`config.mk`:
```
export PLATFORM = sky130hd
export DESIGN_NAME = multi_object_mover
export DESIGN_NICKNAME = d
export VERILOG_FILES = /design/src/rtl/mover_pkg.sv /design/src/rtl/object_motion.sv /design/src/rtl/multi_object_mover.sv
export SDC_FILE = /design/constraint.sdc
export NUM_CORES = 1
export LEC_CHECK = 0
export ABC_AREA = 1
export BUFFER_PORTS_ARGS = -buffer_cell sky130_fd_sc_hd__buf_2
export CAP_MARGIN = 20
export CORE_MARGIN = 2
export CORE_UTILIZATION = 55
export DETAILED_ROUTE_END_ITERATION = 16
export MAX_ROUTING_LAYER = met4
export PLACE_DENSITY_LB_ADDON = 0.25
export SETUP_SLACK_MARGIN = 0.2
export SYNTH_ARGS = -nofsm -noshare
export SYNTH_HDL_FRONTEND = slang
export SYNTH_HIERARCHICAL = 1
export SYNTH_SLANG_ARGS = --single-unit
```
`constraint.sdc`:
```
create_clock -name clk -period 4.41 [get_ports clk]
set_clock_uncertainty 0.05 [all_clocks]
set_input_delay 0.2205 -clock clk [delete_from_list [all_inputs] [get_ports clk]]
set_output_delay 0.2205 -clock clk [all_outputs]
set_load 0.005 [all_outputs]
```
`src/rtl/mover_pkg.sv`:
```
`default_nettype none
// +------------------------------------------------------------------+
// | mover_pkg                                                        |
// | Shared opcodes, motion types and default geometry constants.     |
// | Revision: 1.0                                                    |
// +------------------------------------------------------------------+
package mover_pkg;

    localparam int C_N_OBJ    = 4;
    localparam int C_SCREEN_W = 640;
    localparam int C_SCREEN_H = 480;
    localparam int C_OBJ_W    = 32;
    localparam int C_OBJ_H    = 24;
    localparam int C_STEP     = 5;
    localparam int C_CW       = 11;

    typedef enum logic [2:0] {
        OP_STOP   = 3'd0,
        OP_LEFT   = 3'd1,
        OP_RIGHT  = 3'd2,
        OP_UP     = 3'd3,
        OP_DOWN   = 3'd4,
        OP_CENTER = 3'd5,
        OP_RSV6   = 3'd6,
        OP_RSV7   = 3'd7
    } mover_op_e;

    typedef enum logic [1:0] {
        DIR_LEFT  = 2'd0,
        DIR_RIGHT = 2'd1,
        DIR_UP    = 2'd2,
        DIR_DOWN  = 2'd3
    } mover_dir_e;

    typedef enum logic [0:0] {
        ST_IDLE   = 1'b0,
        ST_MOVING = 1'b1
    } mover_state_e;

endpackage
`default_nettype wire

```
`src/rtl/object_motion.sv`:
```
`default_nettype none
// +------------------------------------------------------------------+
// | object_motion                                                    |
// | One object's IDLE/MOVING FSM, step counter and position update.  |
// | OBJ_WRAP_EN selects wrap-around instead of clamping at the edges.|
// | Revision: 1.0                                                    |
// +------------------------------------------------------------------+
module object_motion
    import mover_pkg::*;
#(
    parameter int SCREEN_W = C_SCREEN_W,
    parameter int SCREEN_H = C_SCREEN_H,
    parameter int OBJ_W    = C_OBJ_W,
    parameter int OBJ_H    = C_OBJ_H,
    parameter int STEP     = C_STEP,
    parameter int CW       = C_CW
)(
    input  logic          clk,
    input  logic          reset,
    input  logic          i_frame_tick,
    input  logic          i_cmd_en,
    input  logic [2:0]    i_cmd_op,
    input  logic [7:0]    i_cmd_count,
    output logic [CW-1:0] o_x,
    output logic [CW-1:0] o_y,
    output logic          o_busy,
    output logic          o_hit_edge
);

    localparam logic [CW-1:0]        C_CX     = CW'((SCREEN_W - OBJ_W) / 2);
    localparam logic [CW-1:0]        C_CY     = CW'((SCREEN_H - OBJ_H) / 2);
    localparam logic signed [CW:0]   C_STEP_S = (CW+1)'(STEP);
    localparam logic signed [CW:0]   C_MAX_X  = (CW+1)'(SCREEN_W - OBJ_W);
    localparam logic signed [CW:0]   C_MAX_Y  = (CW+1)'(SCREEN_H - OBJ_H);
`ifdef OBJ_WRAP_EN
    localparam logic signed [CW:0]   C_SPAN_X = (CW+1)'(SCREEN_W - OBJ_W + 1);
    localparam logic signed [CW:0]   C_SPAN_Y = (CW+1)'(SCREEN_H - OBJ_H + 1);
    logic signed [CW:0] w_span;
`endif

    mover_state_e  r_state, w_state_nxt;
    mover_dir_e    r_dir, w_dir_nxt;
    logic [7:0]    r_cnt, w_cnt_nxt;
    logic [CW-1:0] r_x, r_y, w_x_nxt, w_y_nxt;
    logic          r_hit, w_hit_nxt;

    logic               w_horiz, w_neg, w_edge, w_last;
    logic signed [CW:0] w_pos, w_raw, w_max;
    logic [CW-1:0]      w_res;
    mover_op_e          w_op;

    assign w_op    = mover_op_e'(i_cmd_op);
    assign w_horiz = (r_dir == DIR_LEFT) || (r_dir == DIR_RIGHT);
    assign w_neg   = (r_dir == DIR_LEFT) || (r_dir == DIR_UP);
    assign w_pos   = w_horiz ? $signed({1'b0, r_x}) : $signed({1'b0, r_y});
    assign w_max   = w_horiz ? C_MAX_X : C_MAX_Y;
    assign w_raw   = w_neg ? (w_pos - C_STEP_S) : (w_pos + C_STEP_S);

    // Candidate coordinate for a step; landing exactly on a bound is not an edge event.
    always_comb begin
        w_res  = w_raw[CW-1:0];
        w_edge = 1'b0;
        w_last = (r_cnt == 8'd1);
`ifdef OBJ_WRAP_EN
        w_span = w_horiz ? C_SPAN_X : C_SPAN_Y;
        if (w_raw[CW]) begin
            w_res  = CW'(w_raw + w_span);
            w_edge = 1'b1;
        end else if (w_raw > w_max) begin
            w_res  = CW'(w_raw - w_span);
            w_edge = 1'b1;
        end
`else
        if (w_raw[CW]) begin
            w_res  = '0;
            w_edge = 1'b1;
            w_last = 1'b1;
        end else if (w_raw > w_max) begin
            w_res  = w_max[CW-1:0];
            w_edge = 1'b1;
            w_last = 1'b1;
        end
`endif
    end

    always_comb begin
        w_state_nxt = r_state;
        w_dir_nxt   = r_dir;
        w_cnt_nxt   = r_cnt;
        w_x_nxt     = r_x;
        w_y_nxt     = r_y;
        w_hit_nxt   = 1'b0;
        if (i_cmd_en) begin
            case (w_op)
                OP_STOP: begin
                    w_state_nxt = ST_IDLE;
                    w_cnt_nxt   = '0;
                end
                OP_CENTER: begin
                    w_state_nxt = ST_IDLE;
                    w_cnt_nxt   = '0;
                    w_x_nxt     = C_CX;
                    w_y_nxt     = C_CY;
                end
                OP_LEFT, OP_RIGHT, OP_UP, OP_DOWN: begin
                    if (i_cmd_count != 8'd0) begin
                        w_state_nxt = ST_MOVING;
                        w_cnt_nxt   = i_cmd_count;
                        case (w_op)
                            OP_LEFT:  w_dir_nxt = DIR_LEFT;
                            OP_RIGHT: w_dir_nxt = DIR_RIGHT;
                            OP_UP:    w_dir_nxt = DIR_UP;
                            default:  w_dir_nxt = DIR_DOWN;
                        endcase
                    end
                end
                default: ;
            endcase
        end else if (i_frame_tick && (r_state == ST_MOVING)) begin
            if (w_horiz) w_x_nxt = w_res;
            else         w_y_nxt = w_res;
            w_hit_nxt = w_edge;
            w_cnt_nxt = w_last ? 8'd0 : (r_cnt - 8'd1);
            if (w_last) w_state_nxt = ST_IDLE;
        end
    end

    always_ff @(posedge clk) begin
        if (!reset) begin
            r_state <= ST_IDLE;
            r_dir   <= DIR_LEFT;
            r_cnt   <= '0;
            r_x     <= C_CX;
            r_y     <= C_CY;
            r_hit   <= 1'b0;
        end else begin
            r_state <= w_state_nxt;
            r_dir   <= w_dir_nxt;
            r_cnt   <= w_cnt_nxt;
            r_x     <= w_x_nxt;
            r_y     <= w_y_nxt;
            r_hit   <= w_hit_nxt;
        end
    end

    assign o_x        = r_x;
    assign o_y        = r_y;
    assign o_busy     = (r_state == ST_MOVING);
    assign o_hit_edge = r_hit;

endmodule
`default_nettype wire

```
`src/rtl/multi_object_mover.sv`:
```
`default_nettype none
// +------------------------------------------------------------------+
// | multi_object_mover                                               |
// | Command decode and N_OBJ independent object_motion instances.    |
// | OBJ_WRAP_EN selects wrap-around instead of clamping at the edges.|
// | Revision: 1.0                                                    |
// +------------------------------------------------------------------+
module multi_object_mover
    import mover_pkg::*;
#(
    parameter int N_OBJ    = C_N_OBJ,
    parameter int SCREEN_W = C_SCREEN_W,
    parameter int SCREEN_H = C_SCREEN_H,
    parameter int OBJ_W    = C_OBJ_W,
    parameter int OBJ_H    = C_OBJ_H,
    parameter int STEP     = C_STEP,
    parameter int CW       = C_CW,
    localparam int C_IDW   = (N_OBJ > 1) ? $clog2(N_OBJ) : 1
)(
    input  logic               clk,
    input  logic               reset,
    input  logic               frame_tick,
    input  logic               cmd_valid,
    output logic               cmd_ready,
    input  logic [C_IDW-1:0]   cmd_id,
    input  logic [2:0]         cmd_op,
    input  logic [7:0]         cmd_count,
    output logic [N_OBJ*CW-1:0] obj_x,
    output logic [N_OBJ*CW-1:0] obj_y,
    output logic [N_OBJ-1:0]   busy,
    output logic [N_OBJ-1:0]   hit_edge
);

    logic w_target_busy;
    logic w_accept;

    // Out-of-range ids match no object and therefore read as not busy.
    always_comb begin
        w_target_busy = 1'b0;
        for (int i = 0; i < N_OBJ; i++) begin
            if (cmd_id == C_IDW'(i)) w_target_busy = busy[i];
        end
    end

    assign cmd_ready = (cmd_op == OP_STOP) || (cmd_op == OP_CENTER) || !w_target_busy;
    assign w_accept  = cmd_valid && cmd_ready;

    generate
        for (genvar gi = 0; gi < N_OBJ; gi++) begin : g_obj
            object_motion #(
                .SCREEN_W (SCREEN_W),
                .SCREEN_H (SCREEN_H),
                .OBJ_W    (OBJ_W),
                .OBJ_H    (OBJ_H),
                .STEP     (STEP),
                .CW       (CW)
            ) u_obj (
                .clk          (clk),
                .reset        (reset),
                .i_frame_tick (frame_tick),
                .i_cmd_en     (w_accept && (cmd_id == C_IDW'(gi))),
                .i_cmd_op     (cmd_op),
                .i_cmd_count  (cmd_count),
                .o_x          (obj_x[gi*CW +: CW]),
                .o_y          (obj_y[gi*CW +: CW]),
                .o_busy       (busy[gi]),
                .o_hit_edge   (hit_edge[gi])
            );
        end
    endgenerate

endmodule
`default_nettype wire

```
## Word level (Yosys, flattened, before mapping)

Cells that the tools add are included.

| word-level totals | value |
|---|---|
| register bits after elaboration | 136 |

| operators by class | value |
|---|---|
| add/subtract/negate cells | 12 |
| order comparisons | 4 |
| eq/ne operators | 36 |
| mux-type cells | 95 |
| bitwise operators | 5 |
| reduce and logical (&&, ||, !) cells | 65 |

Operator list:

| cell | count |
|---|---|
| $mux 11 | 38 |
| $mux 8 | 13 |
| $add 12x4->12 const B | 4 |
| $gt 12x12->1 | 4 |
| $mux 12 | 4 |
| $reduce_and 3->1 | 16 |
| $sub 12x4->12 const B | 4 |
| $mux 10 | 4 |
| $mux 1 | 33 |
| $eq 8x1->1 const B | 4 |
| $sub 8x1->8 const B | 4 |
| $ne 3x3->1 const B | 8 |
| $reduce_bool 2->1 | 12 |
| $pmux 8 s2 | 1 |
| $reduce_and 4->1 | 4 |
| $eq 2x2->1 const B | 6 |
| $reduce_or 3->1 | 4 |
| $eq 2x1->1 const B | 5 |
| $logic_not 2->1 | 5 |
| $logic_or 1x1->1 | 10 |
| $logic_and 1x1->1 | 9 |
| $ne 2x1->1 const B | 4 |
| $ne 2x2->1 const B | 4 |
| $reduce_bool 8->1 | 1 |
| 10 further kinds | 16 |

## Depth between registers and ports, before layout

| logic depth | value |
|---|---|
| depth in word-level cells | 11 |
| depth in mapped cells | 28 |
| mapped depth without buffers | 26 |

## By module

The synthesis kept the hierarchy.

By module, submodules not included:

| module | times used | cells an instance | area an instance (um2) | seq. area each (um2) |
|---|---|---|---|---|
| object_motion at g_obj[0].u_obj ... | 3 | 408 | 2636.3 | 680.7 |
| object_motion at g_obj[3].u_obj | 1 | 425 | 2791.4 | 680.7 |
| multi_object_mover | 1 | 26 | 117.6 | 0.0 |

## Least setup slack after synthesis

OpenSTA, ideal clock, no wires.

| path | value |
|---|---|
| path kind | register to register |
| from | register g_obj[3].u_obj.r_dir[1] |
| to | register g_obj[3].u_obj.r_cnt[1] |
| data arrival time | 3.024 ns |
| data required time | 4.294 ns |
| slack | 1.270 ns |
| stages on the path, launching flop included | 23 |
| path buffers | 3 |
| clock period less this slack | 3.140 ns |
| cell sequence | dfxtp_1 -> buf_6 -> buf_8 -> o21ai_2 -> ha_1 -> inv_1 -> nand3_2 -> nand3_1 -> o31ai_1 -> xor2_1 -> inv_1 -> ha_1 -> nand2_1 -> inv_1 -> nand4_1 -> nor4_1 -> nand3_1 -> nand2_4 -> nand2_4 -> inv_4 -> buf_8 -> nand3b_2 -> a21oi_2 |

| between the ends | value |
|---|---|
| cells in the longest elaborated chain, start to end | 11 |
| elaborated cells between the ends (all ways) | 16 |
| classes of those cells | add/sub: 2; order compare: 1; eq/ne: 2; mux: 8; reduce/logical: 3 |

RTL lines:

| item | RTL line | RTL |
|---|---|---|
| start, declared | object_motion.sv:42 | `mover_dir_e r_dir, w_dir_nxt;` |
| start signal, assigned | object_motion.sv:138 | `r_dir <= w_dir_nxt;` |
| $eq 2x1->1 / $logic_not 2->1 (equally long branches) | object_motion.sv:53, object_motion.sv:54 |  |
| $logic_or 1x1->1 | object_motion.sv:53 | `assign w_horiz = (r_dir == DIR_LEFT) \|\| (r_dir == DIR_RIGHT);` |
| $mux 11 | object_motion.sv:55 | `assign w_pos = w_horiz ? $signed({1'b0, r_x}) : $signed({1'b0, r_y});` |
| $add 12x4->12 / $sub 12x4->12 (equally long branches) | object_motion.sv:57 | `assign w_raw = w_neg ? (w_pos - C_STEP_S) : (w_pos + C_STEP_S);` |
| $mux 12 | object_motion.sv:57 |  |
| $gt 12x12->1 | object_motion.sv:78 | `end else if (w_raw > w_max) begin` |
| $mux 1 | object_motion.sv:78 |  |
| $mux 1 * | object_motion.sv:74 | `if (w_raw[CW]) begin` |
| $mux 8 * | object_motion.sv:123 | `w_cnt_nxt = w_last ? 8'd0 : (r_cnt - 8'd1);` |
| $mux 8 * | object_motion.sv:119 | `end else if (i_frame_tick && (r_state == ST_MOVING)) begin` |
| $mux 8 * | object_motion.sv:93 | `if (i_cmd_en) begin` |
| end signal, assigned | object_motion.sv:139 | `r_cnt <= w_cnt_nxt;` |
| end, declared | object_motion.sv:43 | `logic [7:0] r_cnt, w_cnt_nxt;` |

Mark *: on every way between the ends. The rest lies on a longest branch, timed or not. The select of a mux whose other input is x is not followed.
A chain may end at the register's enable or synchronous reset.

## Worst setup path after layout

| path | value |
|---|---|
| from | register g_obj[0].u_obj.r_dir[1] |
| to | register g_obj[0].u_obj.r_y[9] |

| between the ends | value |
|---|---|
| cells in the longest elaborated chain, start to end | 11 |
| elaborated cells between the ends (all ways) | 18 |
| classes of those cells | add/sub: 2; order compare: 1; eq/ne: 3; mux: 8; reduce/logical: 4 |

RTL lines:

| item | RTL line | RTL |
|---|---|---|
| start, declared | object_motion.sv:42 |  |
| start signal, assigned | object_motion.sv:138 |  |
| $eq 2x1->1 / $logic_not 2->1 (equally long branches) | object_motion.sv:53, object_motion.sv:54 |  |
| $logic_or 1x1->1 | object_motion.sv:53 |  |
| $mux 11 | object_motion.sv:55 |  |
| $add 12x4->12 / $sub 12x4->12 (equally long branches) | object_motion.sv:57 |  |
| $mux 12 | object_motion.sv:57 |  |
| $gt 12x12->1 | object_motion.sv:78 |  |
| $mux 11 | object_motion.sv:78 |  |
| $mux 11 | object_motion.sv:74 |  |
| $mux 11 | object_motion.sv:120 | `if (w_horiz) w_x_nxt = w_res;` |
| $mux 11 | object_motion.sv:119 |  |
| $mux 11 | object_motion.sv:93 |  |
| end signal, assigned | object_motion.sv:141 | `r_y <= w_y_nxt;` |
| end, declared | object_motion.sv:44 | `logic [CW-1:0] r_x, r_y, w_x_nxt, w_y_nxt;` |

Several ways; a longest one is shown, not always the timed one. The select of a mux whose other input is x is not followed.

==> impl_metrics.json <==
{
  "outcome": "complete, no violations",
  "ys_seq_elements": 136,
  "crit_fanout": 14,
  "rows": 51,
  "dp_hpwl_mm": 23.4,
  "areaGrowthSynthToFinish_pct": 11.5,
  "syn-num-nets": 1728,
  "synth_top_family_by_area": "simple AND/OR/NAND/NOR gates",
  "clock_path_buffers": 2,
  "slew_headroom_pct": 56.9,
  "drt-wirelength-per-cell_um": 15.3,
  "worstSetupPathType": "register to register",
  "path_buf_inv": 3,
  "crit_chain": "buf_4 > o21ai_2 > o21ai_0 > nand2_1 > o32ai_2 > nand3_1 > xor2_1 > inv_1 > ha_1 > nand2_1 > nor4_1 > nand3_1 > nand2_2 > nand2_4 > inv_2 > nand2_1 > nand3_1 > a21oi_1",
  "drc": 0,
  "synth.most_common_cell": "nand2_1",
  "ant_nets": 0,
  "clk_pin_slew_ns": 0.06,
  "postCtsResizedCells": 0,
  "synth_commonest_cells": "431 x nand2_1, 206 x inv_1, 136 x dfxtp_1, 134 x nand3_1, 126 x a21oi_1",
  "dieWidth_um": 144,
  "final_net_count": 1824,
  "coreArea_sq_um": 19400,
  "yosysTopAreaCellShare_pct": 25.2,
  "synthSimpleGateAreaFrac_pct": 37.5,
  "ctsHtreeMaxLevel": 4,
  "synth-seq-area-share_pct": 25.2,
  "power_density_nw_per_um2": 288,
  "synth-compound-area-share_pct": 17.8,
  "port-buffer-count": 113,
  "synth_warnings": 6,
  "peakVddDrop_mv": 0.287,
  "antenna_found_initial": 0,
  "p_leak_nw": 6.31,
  "fin_crit_sh_pct": 87.1,
  "antenna_cells": 0,
  "grt.total_usage_pct": 31.0,
  "synthCells": 1675,
  "crit_path_start_kind": "register",
  "ios": 114,
  "clkLatencyLatePin_ns": 0.44,
  "num_vias": 11400,
  "cp_top_family": "simple AND/OR/NAND/NOR gates",
  "hold_class": "input pin to register",
  "gr-total-overflow": 0,
  "finalHoldViolations": 0,
  "vias_per_cell": 5.59,
  "routabilityCongestion": 1.00,
  "rsz0062_at_grt": "no",
  "drtIter0Drc": 925,
  "avgSynthCellArea_sq_um": 6.46,
  "postPlaceCellArea_sq_um": 11500,
  "synth_fa_ha_area_share_pct": 4.16,
  "required_ns": 4.66,
  "slew_viol_final": 0,
  "cts_inserted_buffers": 17,
  "clock_tree.root_cell": "clkbuf_16",
  "post_cts_buffers": 0,
  "end_kind": "register",
  "grt_pass1_vias": 10300,
  "drt_wl_total_mm": 31.3,
  "dieArea_sq_um": 20800,
  "setup_viol": 0,
  "drtPass1Iterations": 9,
  "die_h_um": 144,
  "synthTopCellsByArea": "dfxtp_1 25%, nand2_1 15%, inv_1 7.1%",
  "utilization_pct": 62.2,
  "grt_first_pass_wirelength_mm": 50.6,
  "syn_area_sq_um": 10800,
  "fin_tns_setup_ns": 0,
  "worst_slew_pin_slew_ns": 0.643,
  "synthMuxAreaShare_pct": 0,
  "grt_start_max_net_pins": 40,
  "synthArstFlopShare_pct": 0,
  "synth_cell_type_count": 50,
  "fmax_mhz": 260,
  "start_util_pct": 55.8,
  "max_cap_viol_count": 0,
  "crit_arrival_ns": 4.09,
  "drive_gt1_share_pct": 18.9,
  "synthFlopType": "dfxtp_1",
  "synth_top_cell_by_area": "dfxtp_1",
  "fin_crit_ns": 3.84,
  "synth_xor_xnor_area_share_pct": 3.89,
  "crit_path_max_incr_delay_ns": 0.63,
  "synth_edf_count": 0,
  "slowest_stage": "dfxtp_1",
  "numClockSinks": 136,
  "fin_area_sq_um": 12100,
  "cts_tree": "built",
  "ctsHoldBuffers": 0
}
## final timing paths
path	depth (start not counted)	to	slack [ns]	start
max	18	g_obj[0].u_obj/o_y[9]	0.57	g_obj[0].u_obj/r_dir[1]
min	3	g_obj[0].u_obj/o_hit_edge	0.14	frame_tick
max reg2reg	18	g_obj[0].u_obj/o_y[9]	0.57	g_obj[0].u_obj/r_dir[1]
min reg2reg	2	g_obj[0].u_obj/o_x[10]	0.42	g_obj[0].u_obj/o_x[10]
## per-layer routing
metal / part of all wire [%] / GRT usage, % / up-vias
li1: - / - / 5660
met1: 46 / 42.7 / 5312
met2: 45 / 47.8 / 428
met3: 6.9 / 4.74 / 49
met4: 1.6 / 8.33 / 0
met5: 0 / - / -
## report_power, final
| group | total (mW) | switching [mW] | internal, mW |
|---|---|---|---|
| Combinational | 0.751 | 0.492 | 0.259 |
| Sequential | 1.30 | 0.0385 | 1.27 |
| Clock | 1.42 | 0.580 | 0.838 |
## registers in the layout, summed over array words and instances (netlist names)
signal / flops
g_obj.u_obj/o_hit_edge: 4
g_obj.u_obj/o_busy: 4
g_obj.u_obj/r_dir: 8
g_obj.u_obj/r_cnt: 32
g_obj.u_obj/o_y: 44
g_obj.u_obj/o_x: 44
## placed cells by master (no fill, tap or decap), types with 5 or more instances in the layout
cell type,Yosys,layout
o21ai_0,121,121
nand3_2,20,20
nand2_4,18,18
o21ai_2,21,21
nand2_2,42,42
inv_2,13,13
xor2_1,37,37
clkinv_1,5,5
nor2_4,8,8
xnor2_1,11,11
nor2_1,101,101
o21ai_1,16,16
clkinv_2,3,7
ha_1,36,36
a21oi_2,8,8
buf_2,6,113
buf_4,3,14
nor4_1,19,19
nand3_1,134,134
inv_1,206,206
a21oi_1,126,126
nor3_1,15,15
inv_4,11,11
nand4_1,27,27
dfxtp_1,136,135
nor2_2,11,11
clkbuf_16,0,17
nand4_2,5,5
nand2_1,431,431
## metrics by stage
stage | hold WS [ns] | power [mW] | setup WS (ns) | instances
finish | 0.137 | 3.47 | 0.570 | 2047
detailed placement | 0.418 | 2.07 | 0.588 | 2017
global route | 0.155 | 3.63 | 0.315 | 2047
floorplan | 0.278 | 1.89 | 1.27 | 1675
CTS | 0.115 | 3.49 | 0.563 | 2047
global placement | 0.408 | 2.05 | 0.700 | 2017
## final cells by class
| cell class | instances | area [sq um] |
|---|---|---|
| fill | 1948 | 7330 |
| clock inverter | 12 | 129 |
| inverter | 238 | 925 |
| sequential | 136 | 2720 |
| timing repair buffer | 127 | 671 |
| tap | 265 | 332 |
| clock buffer | 18 | 439 |
| multi-input combinational | 1251 | 6850 |
## logic make-up after synthesis
kind of cell / Yosys count
fa+ha+maj: 36
flops: 136
buf+inv: 288
xor+xnor: 48
compound gates: 319
simple gates: 848
## worst reg2reg max path: cells and delay by family (launching register included)
kind                     cells  cell delay, ns
adder cells (fa/ha/maj)      1            0.29
buffers and inverters        3            0.53
AO/OA/AOI/OAI                4            0.76
AND/OR/NAND/NOR              9            1.25
XOR/XNOR                     1            0.19
flip-flops                   1            0.63
Power figures use the tool's default switching activity.
